## config.mk

```make
export PLATFORM = sky130hd
export DESIGN_NAME = dmem_arbiter
export DESIGN_NICKNAME = d
export VERILOG_FILES = /design/src/rtl/dmem_arbiter.sv
export SDC_FILE = /design/constraint.sdc
export NUM_CORES = 1
export LEC_CHECK = 0
export BUFFER_PORTS_ARGS = -buffer_cell sky130_fd_sc_hd__buf_2
export CORE_MARGIN = 5
export CORE_UTILIZATION = 40
export CTS_BUF_LIST = sky130_fd_sc_hd__clkbuf_2 sky130_fd_sc_hd__clkbuf_4 sky130_fd_sc_hd__clkbuf_8
export CTS_CLUSTER_DIAMETER = 150
export DETAILED_ROUTE_END_ITERATION = 8
export GPL_ROUTABILITY_DRIVEN = 0
export PLACE_DENSITY_LB_ADDON = 0.12
export SYNTH_ARGS = -nofsm -noshare
export SYNTH_HDL_FRONTEND = slang
export SYNTH_SLANG_ARGS = --single-unit
```

## constraint.sdc

```tcl
create_clock -name clk -period 9.8 [get_ports clk]
set_clock_uncertainty 0.1 [all_clocks]
set_input_delay 1.96 -clock clk [delete_from_list [all_inputs] [get_ports clk]]
set_output_delay 1.96 -clock clk [all_outputs]
set_load 0.01 [all_outputs]
```

## src/rtl/dmem_arbiter.sv

```systemverilog
`default_nettype none
// dmem_arbiter: two-port round-robin arbiter and access checker feeding a
// single-port byte-addressed data memory through a command and a response register.
module dmem_arbiter #(
  parameter int ADDR_WIDTH    = 32,
  parameter int DATA_WIDTH    = 32,
  parameter int MEM_ADDR_BITS = 17
) (
  input  logic                  clk,
  input  logic                  rst_n,
  input  logic                  req_valid_0,
  input  logic                  req_valid_1,
  output logic                  req_ready_0,
  output logic                  req_ready_1,
  input  logic                  req_we_0,
  input  logic                  req_we_1,
  input  logic [2:0]            req_func3_0,
  input  logic [2:0]            req_func3_1,
  input  logic [ADDR_WIDTH-1:0] req_addr_0,
  input  logic [ADDR_WIDTH-1:0] req_addr_1,
  input  logic [DATA_WIDTH-1:0] req_wdata_0,
  input  logic [DATA_WIDTH-1:0] req_wdata_1,
  output logic                  rsp_valid_0,
  output logic                  rsp_valid_1,
  output logic                  rsp_err_0,
  output logic                  rsp_err_1,
  output logic [DATA_WIDTH-1:0] rsp_rdata_0,
  output logic [DATA_WIDTH-1:0] rsp_rdata_1,
  output logic                  mem_we,
  output logic [2:0]            mem_func3,
  output logic [ADDR_WIDTH-1:0] mem_addr,
  output logic [DATA_WIDTH-1:0] mem_wdata,
  input  logic [DATA_WIDTH-1:0] mem_rdata
);

  localparam logic [ADDR_WIDTH:0] MEM_LIMIT = {{ADDR_WIDTH{1'b0}}, 1'b1} << MEM_ADDR_BITS;

  logic                  last_grant_q, last_grant_d;
  logic                  cmd_valid_q, cmd_valid_d;
  logic                  cmd_port_q, cmd_port_d;
  logic                  cmd_we_q, cmd_we_d;
  logic [2:0]            cmd_func3_q, cmd_func3_d;
  logic [ADDR_WIDTH-1:0] cmd_addr_q, cmd_addr_d;
  logic [DATA_WIDTH-1:0] cmd_wdata_q, cmd_wdata_d;
  logic                  cmd_err_q, cmd_err_d;
  logic                  rsp_valid_q, rsp_valid_d;
  logic                  rsp_port_q, rsp_port_d;
  logic                  rsp_err_q, rsp_err_d;
  logic [DATA_WIDTH-1:0] rsp_rdata_q, rsp_rdata_d;

  logic                  gnt0, gnt1, hs;
  logic                  sel_we;
  logic [2:0]            sel_func3;
  logic [ADDR_WIDTH-1:0] sel_addr;
  logic [DATA_WIDTH-1:0] sel_wdata;
  logic [1:0]            last_off;
  logic                  illegal, misaligned, out_of_range;
  logic [ADDR_WIDTH:0]   end_addr;

  // last_grant_q==1 means port 1 was served last, so port 0 wins a tie.
  assign gnt0 = req_valid_0 & (~req_valid_1 | last_grant_q);
  assign gnt1 = req_valid_1 & ~gnt0;
  assign hs   = gnt0 | gnt1;
  assign req_ready_0 = gnt0;
  assign req_ready_1 = gnt1;

  assign sel_we    = gnt1 ? req_we_1    : req_we_0;
  assign sel_func3 = gnt1 ? req_func3_1 : req_func3_0;
  assign sel_addr  = gnt1 ? req_addr_1  : req_addr_0;
  assign sel_wdata = gnt1 ? req_wdata_1 : req_wdata_0;

  always_comb begin
    illegal    = 1'b0;
    misaligned = 1'b0;
    last_off   = 2'd0;
    case (sel_func3)
      3'd0, 3'd4: last_off = 2'd0;
      3'd1, 3'd5: begin
        last_off   = 2'd1;
        misaligned = sel_addr[0];
      end
      3'd2: begin
        last_off   = 2'd3;
        misaligned = |sel_addr[1:0];
      end
      default: illegal = 1'b1;
    endcase
    if (sel_we && sel_func3[2]) illegal = 1'b1;
    // One extra bit keeps addr+size-1 from wrapping at the top of the address space.
    end_addr     = {1'b0, sel_addr} + {{(ADDR_WIDTH-1){1'b0}}, last_off};
    out_of_range = (end_addr >= MEM_LIMIT);
  end

  always_comb begin
    last_grant_d = hs ? gnt1 : last_grant_q;
    cmd_valid_d  = hs;
    cmd_port_d   = hs ? gnt1      : cmd_port_q;
    cmd_we_d     = hs ? sel_we    : cmd_we_q;
    cmd_func3_d  = hs ? sel_func3 : cmd_func3_q;
    cmd_addr_d   = hs ? sel_addr  : cmd_addr_q;
    cmd_wdata_d  = hs ? sel_wdata : cmd_wdata_q;
    cmd_err_d    = hs ? (illegal | misaligned | out_of_range) : cmd_err_q;
    rsp_valid_d  = 1'b0;
    rsp_port_d   = 1'b0;
    rsp_err_d    = 1'b0;
    rsp_rdata_d  = '0;
    if (cmd_valid_q) begin
      rsp_valid_d = 1'b1;
      rsp_port_d  = cmd_port_q;
      rsp_err_d   = cmd_err_q;
      rsp_rdata_d = (cmd_we_q | cmd_err_q) ? '0 : mem_rdata;
    end
  end

  always_ff @(posedge clk or negedge rst_n) begin
    if (!rst_n) begin
      last_grant_q <= 1'b1;
      cmd_valid_q  <= 1'b0;
      cmd_port_q   <= 1'b0;
      cmd_we_q     <= 1'b0;
      cmd_func3_q  <= 3'd0;
      cmd_addr_q   <= '0;
      cmd_wdata_q  <= '0;
      cmd_err_q    <= 1'b0;
      rsp_valid_q  <= 1'b0;
      rsp_port_q   <= 1'b0;
      rsp_err_q    <= 1'b0;
      rsp_rdata_q  <= '0;
    end else begin
      last_grant_q <= last_grant_d;
      cmd_valid_q  <= cmd_valid_d;
      cmd_port_q   <= cmd_port_d;
      cmd_we_q     <= cmd_we_d;
      cmd_func3_q  <= cmd_func3_d;
      cmd_addr_q   <= cmd_addr_d;
      cmd_wdata_q  <= cmd_wdata_d;
      cmd_err_q    <= cmd_err_d;
      rsp_valid_q  <= rsp_valid_d;
      rsp_port_q   <= rsp_port_d;
      rsp_err_q    <= rsp_err_d;
      rsp_rdata_q  <= rsp_rdata_d;
    end
  end

  assign mem_we    = cmd_valid_q & cmd_we_q & ~cmd_err_q;
  assign mem_func3 = cmd_valid_q ? cmd_func3_q : 3'd0;
  assign mem_addr  = cmd_valid_q ? cmd_addr_q  : '0;
  assign mem_wdata = cmd_valid_q ? cmd_wdata_q : '0;

  assign rsp_valid_0 = rsp_valid_q & ~rsp_port_q;
  assign rsp_valid_1 = rsp_valid_q &  rsp_port_q;
  assign rsp_err_0   = rsp_valid_0 & rsp_err_q;
  assign rsp_err_1   = rsp_valid_1 & rsp_err_q;
  assign rsp_rdata_0 = rsp_valid_0 ? rsp_rdata_q : '0;
  assign rsp_rdata_1 = rsp_valid_1 ? rsp_rdata_q : '0;

endmodule
`default_nettype wire

```

Word-level counts from Yosys, hierarchy flattened
Index checks and enable logic that the tools add are counted.
W data, S select, Z words.
{ "totals": {"out_inout_bits": 138, "ff_bits": 107, "word_cells": 58} }
{ "op_classes": {"addsub": 1, "n_mux": 18, "magnitude_cmp": 1, "n_eq_ne": 4, "n_bitwise": 17, "reduce_logical": 5} }
{ "op_table": {"columns": ["operator", "count"], "rows": [
  ["$mux W32", 8],
  ["$add A32 B2 Y33", 1],
  ["$ge A33 B18 Y1 const B", 1],
  ["$and A1 B1 Y1", 8],
  ["$eq A3 B3 Y1 const B", 2],
  ["$mux W1", 6],
  ["$mux W3", 2],
  ["$or A1 B1 Y1", 5],
  ["$reduce_or A5 Y1", 1],
  ["$not A1 Y1", 4],
  ["$pmux W2 S2", 1],
  ["$reduce_or A2 Y1", 2],
  ["$eq A3 B1 Y1 const B", 1],
  ["$eq A3 B2 Y1 const B", 1],
  ["$logic_not A3 Y1", 1],
  ["$pmux W1 S2", 1],
  ["$logic_and A1 B1 Y1", 1]
]} }

Logic depth before layout (Yosys ltp)
Gate-level depths: netlist of run 1.
{ "depth": {"word_depth": 12, "ltp_mapped": 16, "depth_no_buf": 14} }

Worst setup path before layout of run 1
OpenSTA, ideal clock, no wires.
{ "synth_path": {"path_type": "input-to-output", "start": "input port req_valid_1", "end": "output port req_ready_1", "path_stages": 6, "n_path_buf": 4, "t_required_ps": 7740, "slack_ps": 4488, "arrival_time_ps": 3252, "cell_sequence": "a21bo_1 > buf_4 > inv_2 > clkbuf_1 > clkbuf_1 > clkbuf_1"} }
{ "synth_via": {"elab_chain_cells": 5} }
{ "synth_rtl": {"columns": ["item", "line_no", "source"], "rows": [
  ["start: declaration", "12", "input logic req_valid_1,"],
  ["$not A1 Y1", "61", "assign gnt0 = req_valid_0 & (~req_valid_1 | last_grant_q);"],
  ["$or A1 B1 Y1", "61", null],
  ["$and A1 B1 Y1", "61", null],
  ["$not A1 Y1", "62", "assign gnt1 = req_valid_1 & ~gnt0;"],
  ["$and A1 B1 Y1 *", "62", null],
  ["end: declaration", "14", "output logic req_ready_1,"]
]} }
Every way passes the cells marked *; elsewhere a longest branch is shown, timed or not.

Worst setup path in the final report of run 1
Same ends and word-level chain as after synthesis.

==> impl_metrics.csv, run 1 <==
group,metric,value,unit
floorplan,die_h,132.7,um
worst_setup_path,critical_path.max_fanout,46,
worst_setup_path,reg2reg_slack,5.45,ns
place,place_ws,3.497,ns
worst_setup_path,end_kind,"primary output",
yosys,synth_top_area_share,44.04,%
cts,clockRootBuffer,"clkbuf_8",
floorplan,io_pins,310,
cts,path_clk_slew,0.09,ns
pwr,ir_drop,0.00006510,V
finish,post-route-cell-area,7870,um2
global_routing,grt_pass1_vias,5713,
yosys,yosys.area.top_type,"dfrtp_1",
timing,worstMarginPinSlew,1.008,ns
worst_setup_path,arrival,3.92,ns
worst_setup_path,reg2reg_to,"cmd_err_q",
worst_setup_path,r2r-start,"last_grant_q",
cts,cts_hold_buf,0,
yosys,synth_area_per_cell,8.977,um2
finish,final_layout_size_suffix_gt1_share,36.44,%
timing,finalHoldViolations,0,
cts,cts_resized,0,
yosys,async_flop_share,100.0,%
worst_setup_path,path_class,"in2out",
yosys,yosys_warnings,0,
finish,nets,1126,
cts,postCtsSetupBuffers,0,
timing,slew_headroom,32.82,%
timing,tns,0,ns
routing,drtAntennaViolNets,0,
routing,wl,19.42,mm
global_routing,antenna_found_initial,1,
cts,cts_tree,"yes",
floorplan,die_width,132.7,um
place,portBuffers,309,
place,place_hpwl,14.69,mm
yosys,synth-seq-area-share,44.47,%
min_path,hold_end,"rsp_port_q",
yosys,syn_nets,846,
timing,min_period,5.977,ns
floorplan,coreArea,14640,um2
worst_setup_path,cp-start-kind,"primary input",
yosys,synth_area,6023,um2
min_path,hold_class,"reg2reg",
timing,finalSetupViolations,0,
routing,dr.first_iter.drc_count,304,
global_routing,grt_pass1_wl,30.53,mm
cts,cts-buffers-inserted,9,
floorplan,rows,44,
timing,drv_slew,0,
cts,cts.sinks,107,
yosys,ys.flop_type,"dfrtp_1",
yosys,synth.distinct_cells,51,
timing,setup_ws,3.823,ns
finish,syn2layout_area_growth,30.66,%
global_routing,grt_usage,21.53,%
routing,remaining_drc_errors,0,
place,dp.cells,1124,
cts,clock_path_buffers,2,
yosys,syn_inst,671,
floorplan,initial_core_util,41.13,%
routing,wl_per_cell,17.03,um
cts,cts_max_level,3,
min_path,worstHoldPathCells,1,
yosys,synth-edff-count,0,
timing,period_share,60.99,%
worst_setup_path,required,7.74,ns
pwr,p_per_area,127.7,nW/um2
flow_run,maxCapViolations,0,
cts,insertion_delay,0.37,ns
place,dpl_cell_area,7690,um2
routing,dr_total_vias,5739,
yosys,synth.ff_latch_count,107,
worst_setup_path,reg2reg_depth,15,
pwr,power.leakage,4.322,nW
global_routing,grt_max_degree,73,
timing,fmax,0.1673,GHz
timing,rsz0062_at_grt,"no",
min_path,min_from,"cmd_port_q",
global_routing,overflow,0,
floorplan,dieArea,17610,um2
status,status,"complete, no violations",
yosys,synth_area_leaders,"dfrtp_1 (44%), and2_1 (14%), mux2i_1 (9.1%)",
pwr,power,0.001005,W
routing,via_per_inst,5.034,
routing,drtPass1Iterations,4,
finish,fin_cells,1140,
sequential cells by signal, summed over array words and instances (netlist names):
| register | cells |
|---|---|
| cmd_port_q | 1 |
| cmd_wdata_q | 32 |
| rsp_rdata_q | 32 |
| last_grant_q | 1 |
| cmd_err_q | 1 |
| rsp_port_q | 1 |
| cmd_func3_q | 3 |
| cmd_we_q | 1 |
| cmd_addr_q | 32 |
| rsp_valid_q | 1 |
| rsp_err_q | 1 |
| cmd_valid_q | 1 |
synthesized netlist by cell type (2+ instances only):
cell,number
ha_1,2
and2_1,136
and4_1,5
or3_1,2
or4_4,3
clkbuf_1,40
nor2_1,78
inv_1,13
a21o_1,2
and3_1,35
o31ai_1,2
nand2_1,41
mux2i_1,55
o32ai_1,2
nand4_1,7
a31oi_1,21
mux2_2,3
dfrtp_1,106
o21ai_0,3
buf_1,4
nand3_1,15
xor2_1,3
nor3_1,4
buf_2,2
a21oi_1,58
nor4_1,2
a22oi_1,3
cell type report:
type | count | area [um2]
clock buffer | 11 | 151.4
sequential | 107 | 2680
timing repair buffer | 316 | 1602
clock inverter | 4 | 26.28
fill | 1437 | 6774
multi-input combinational | 503 | 3126
tap | 184 | 230.2
antenna | 1 | 2.502
inverter | 14 | 52.55
critical path, stage by stage:
cell and delay (ns):
buf_2 0.07, buf_4 0.51, a21bo_2 0.29, buf_4 0.29
inv_2 0.49, buf_2 0.23
per-stage QoR:
step	hold WS [ns]	utilization [%]
6_report	0.4132	53.74
5_1_grt	0.4241	53.74
4_1_cts	0.4160	53.73
3_5_place_dp	0.3950	52.51
3_3_place_gp	0.3841	52.51
2_1_floorplan	0.3529	-
kinds of logic after synthesis:
family | count (synthesis) | synth area share [%]
and+or+nand+nor | 335 | 30.14
DFF | 107 | 44.47
AOI/OAI and AO/OA | 104 | 10.59
buffers and inverters | 61 | 3.905
muxes | 58 | 9.701
xor gates and xnor gates | 3 | 0.4363
adders and majority gates | 3 | 0.7478
where the power goes:
part,internal (W),switching (W)
sequential,0.000479,0.0000259
combinational,0.000110,0.000136
clock,0.000105,0.000150
total,0.000693,0.000312
how the worst max path moves through the flow:
stage | cells past startpoint | slack [ns] | to | start
4_1_cts | 6 | 3.87 | req_ready_1 | req_valid_1
6_report | 6 | 3.82 | req_ready_1 | req_valid_1
5_1_grt | 17 | 3.52 | cmd_err_q | req_valid_1
3_5_place_dp | 17 | 3.50 | cmd_err_q | req_valid_1
2_1_floorplan | 6 | 4.49 | req_ready_1 | req_valid_1
3_3_place_gp | 17 | 3.56 | cmd_err_q | req_valid_1
placed cells by master (no fill, tap or decap), drive strengths merged, types with 2 or more instances in the layout:
| cell type | n |
|---|---|
| mux2i | 55 |
| o31ai | 2 |
| nor3 | 4 |
| clkbuf | 11 |
| clkinv | 3 |
| dfrtp | 106 |
| xor2 | 3 |
| a21o | 2 |
| o21ai | 4 |
| nor2 | 78 |
| a21oi | 58 |
| mux2 | 3 |
| or4 | 3 |
| a22oi | 3 |
| o32ai | 2 |
| nand2 | 41 |
| or3 | 2 |
| inv | 14 |
| and2 | 136 |
| a31oi | 21 |
| and4 | 5 |
| ha | 2 |
| buf | 316 |
| nand3 | 15 |
| and3 | 35 |
| nand4 | 7 |
| a21bo | 2 |
| nor4 | 2 |
| a2111oi | 2 |
layer usage:
layer	up-vias	wire [um]	track usage [%]
met5	-	0	0
met3	30	1202	4.176
met2	232	9781	37.52
met1	2624	7940	26.53
li1	2853	-	-
met4	0	490	7.852
Power figures use the tool's default switching activity.
==> run 2: changes to the inputs <==
==> constraint.sdc (replaced) <==
create_clock -name clk -period 5 [get_ports clk]
set_clock_uncertainty 0.1 [all_clocks]
set_input_delay 1 -clock clk [delete_from_list [all_inputs] [get_ports clk]]
set_output_delay 1 -clock clk [all_outputs]
set_load 0.01 [all_outputs]
==> impl_metrics.csv, run 2 (same netlist as run 1, synthesis figures left out) <==
group,metric,value,unit
worst_setup_path,end_kind,"flop",
worst_setup_path,reg2reg_depth,12,
cts,clock_path_buffers,2,
cts,clockRootBuffer,"clkbuf_8",
timing,slew_headroom,29.72,%
timing,drv_slew,0,
worst_setup_path,required,5.16,ns
timing,finalSetupViolations,0,
pwr,power.leakage,4.331,nW
cts,cts-buffers-inserted,9,
timing,min_period,3.908,ns
cts,postCtsSetupBuffers,0,
flow_run,maxCapViolations,0,
finish,final_layout_size_suffix_gt1_share,36.44,%
routing,drtAntennaViolNets,0,
global_routing,grt_util_met2,37.61,%
global_routing,overflow,0,
worst_setup_path,r2r-start,"last_grant_q",
floorplan,initial_core_util,41.13,%
status,status,"complete, no violations",
timing,fmax,0.2559,GHz
cts,cts_hold_buf,0,
finish,nFillCells,1429,
finish,layout_commonest_cell,"buf_2",
global_routing,grt_pass1_vias,5696,
global_routing,grtUsageMet1,26.78,%
floorplan,coreArea,14640,um2
global_routing,grt_max_degree,73,
routing,dr.first_iter.drc_count,265,
pwr,p_per_area,256.0,nW/um2
cts,cts_max_level,3,
timing,rsz0062_at_grt,"no",
worst_setup_path,arrival,4.07,ns
worst_setup_path,critPathMaxStageDelay,0.49,ns
routing,wl_per_cell,17.06,um
worst_setup_path,crit_buf_inv,2,
pwr,ir_drop,0.0001322,V
place,place_hpwl,14.92,mm
routing,remaining_drc_errors,0,
pwr,power,0.002019,W
finish,top_regs,"cmd_addr_q x32, cmd_wdata_q x32, rsp_rdata_q x32",
min_path,min_from,"cmd_port_q",
timing,tns,0,ns
worst_setup_path,reg2reg_slack,1.28,ns
timing,setup_ws,1.092,ns
routing,drtPass1Iterations,4,
timing,worstMarginPinSlew,1.054,ns
finish,syn2layout_area_growth,30.93,%
global_routing,grt_util_met3,4.100,%
cts,cts_tree,"yes",
finish,nets,1127,
finish,antenna_cells,0,
cts,path_clk_slew,0.10,ns
worst_setup_path,reg2reg_to,"cmd_err_q",
routing,dr_total_vias,5764,
worst_setup_path,cp_top_family,"compound AO/OA/AOI/OAI gates",
place,portBuffers,309,
place,place_ws,0.7056,ns
routing,via_per_inst,5.061,
place,dp.cells,1125,
global_routing,top_usage_layer,"met2",
global_routing,grt_pass1_wl,30.58,mm
floorplan,die_width,132.7,um
worst_setup_path,path_class,"in2reg",
timing,whs,0.3936,ns
cts,insertion_delay,0.37,ns
timing,period_share,78.16,%
cts,cts.sinks,107,
global_routing,antenna_found_initial,0,
global_routing,grt_usage,21.54,%
worst_setup_path,critPathSlowestCell,"mux2i_1",
finish,final_cell_mix,"buf_2 (308), and2_1 (136), dfrtp_1 (105)",
cts,cts_resized,0,
finish,fin_cells,1139,
min_path,hold_end,"rsp_port_q",
floorplan,dieArea,17610,um2
routing,wl,19.44,mm
floorplan,die_h,132.7,um
min_path,worstHoldPathCells,1,
worst_setup_path,cp-start-kind,"primary input",
floorplan,rows,44,
timing,finalHoldViolations,0,
floorplan,io_pins,310,
worst_setup_path,critical_path.max_fanout,12,
worst_setup_path,worstPathCellList,"buf_2, a21bo_2, mux2i_1, nor2_1, a21oi_1, ha_1, inv_1, fa_1, a221oi_4, nor4b_1, o22ai_1, a2111oi_2, a31oi_1",
min_path,hold_class,"reg2reg",
run 2: cell types whose count changed in the layout (fill, tap and decap cells not counted), sizes merged:
cell and change:
buf +1, inv +1, clkinv -2, clkbuf -1
diode -1, bufinv +1
run 2: layout make-up:
type / instances / area, um2 / area share [%]
Clock buffer: 10 / 137.6 / 1.745
Clock inverter: 4 / 51.30 / 0.6505
Inverter: 14 / 52.55 / 0.6663
Multi-Input combinational cell: 503 / 3126 / 39.63
Sequential cell: 107 / 2680 / 33.98
Tap cell: 184 / 230.2 / 2.919
Timing Repair Buffer: 317 / 1609 / 20.40
run 2: worst max path at each step:
stage,cells after the start,start,to
after global placement,14,req_valid_0,cmd_err_q
final,13,req_valid_1,cmd_err_q
after floorplan,15,req_valid_1,cmd_err_q
after detailed placement,13,req_valid_1,cmd_err_q
after CTS,13,req_valid_1,cmd_err_q
after global routing,13,req_valid_1,cmd_err_q
run 2: metal layers:
metal	part of all wire, %	up-vias
met5	0	-
met4	2.1	0
met3	6.3	27
met2	50	222
met1	41	2673
li1	-	2842
run 2: through the flow:
stage	area, um2	util [%]
after floorplan	6023	-
after global placement	7697	52.56
after detailed placement	7697	52.56
after CTS	7886	53.85
after global routing	7886	53.85
final	7886	53.85
run 2: report_power, final:
part / internal, W / switching [W] / total (W)
clock: 0.000241 / 0.000305 / 0.000546
sequential: 0.000938 / 0.0000504 / 0.000988
combinational: 0.000216 / 0.000268 / 0.000484
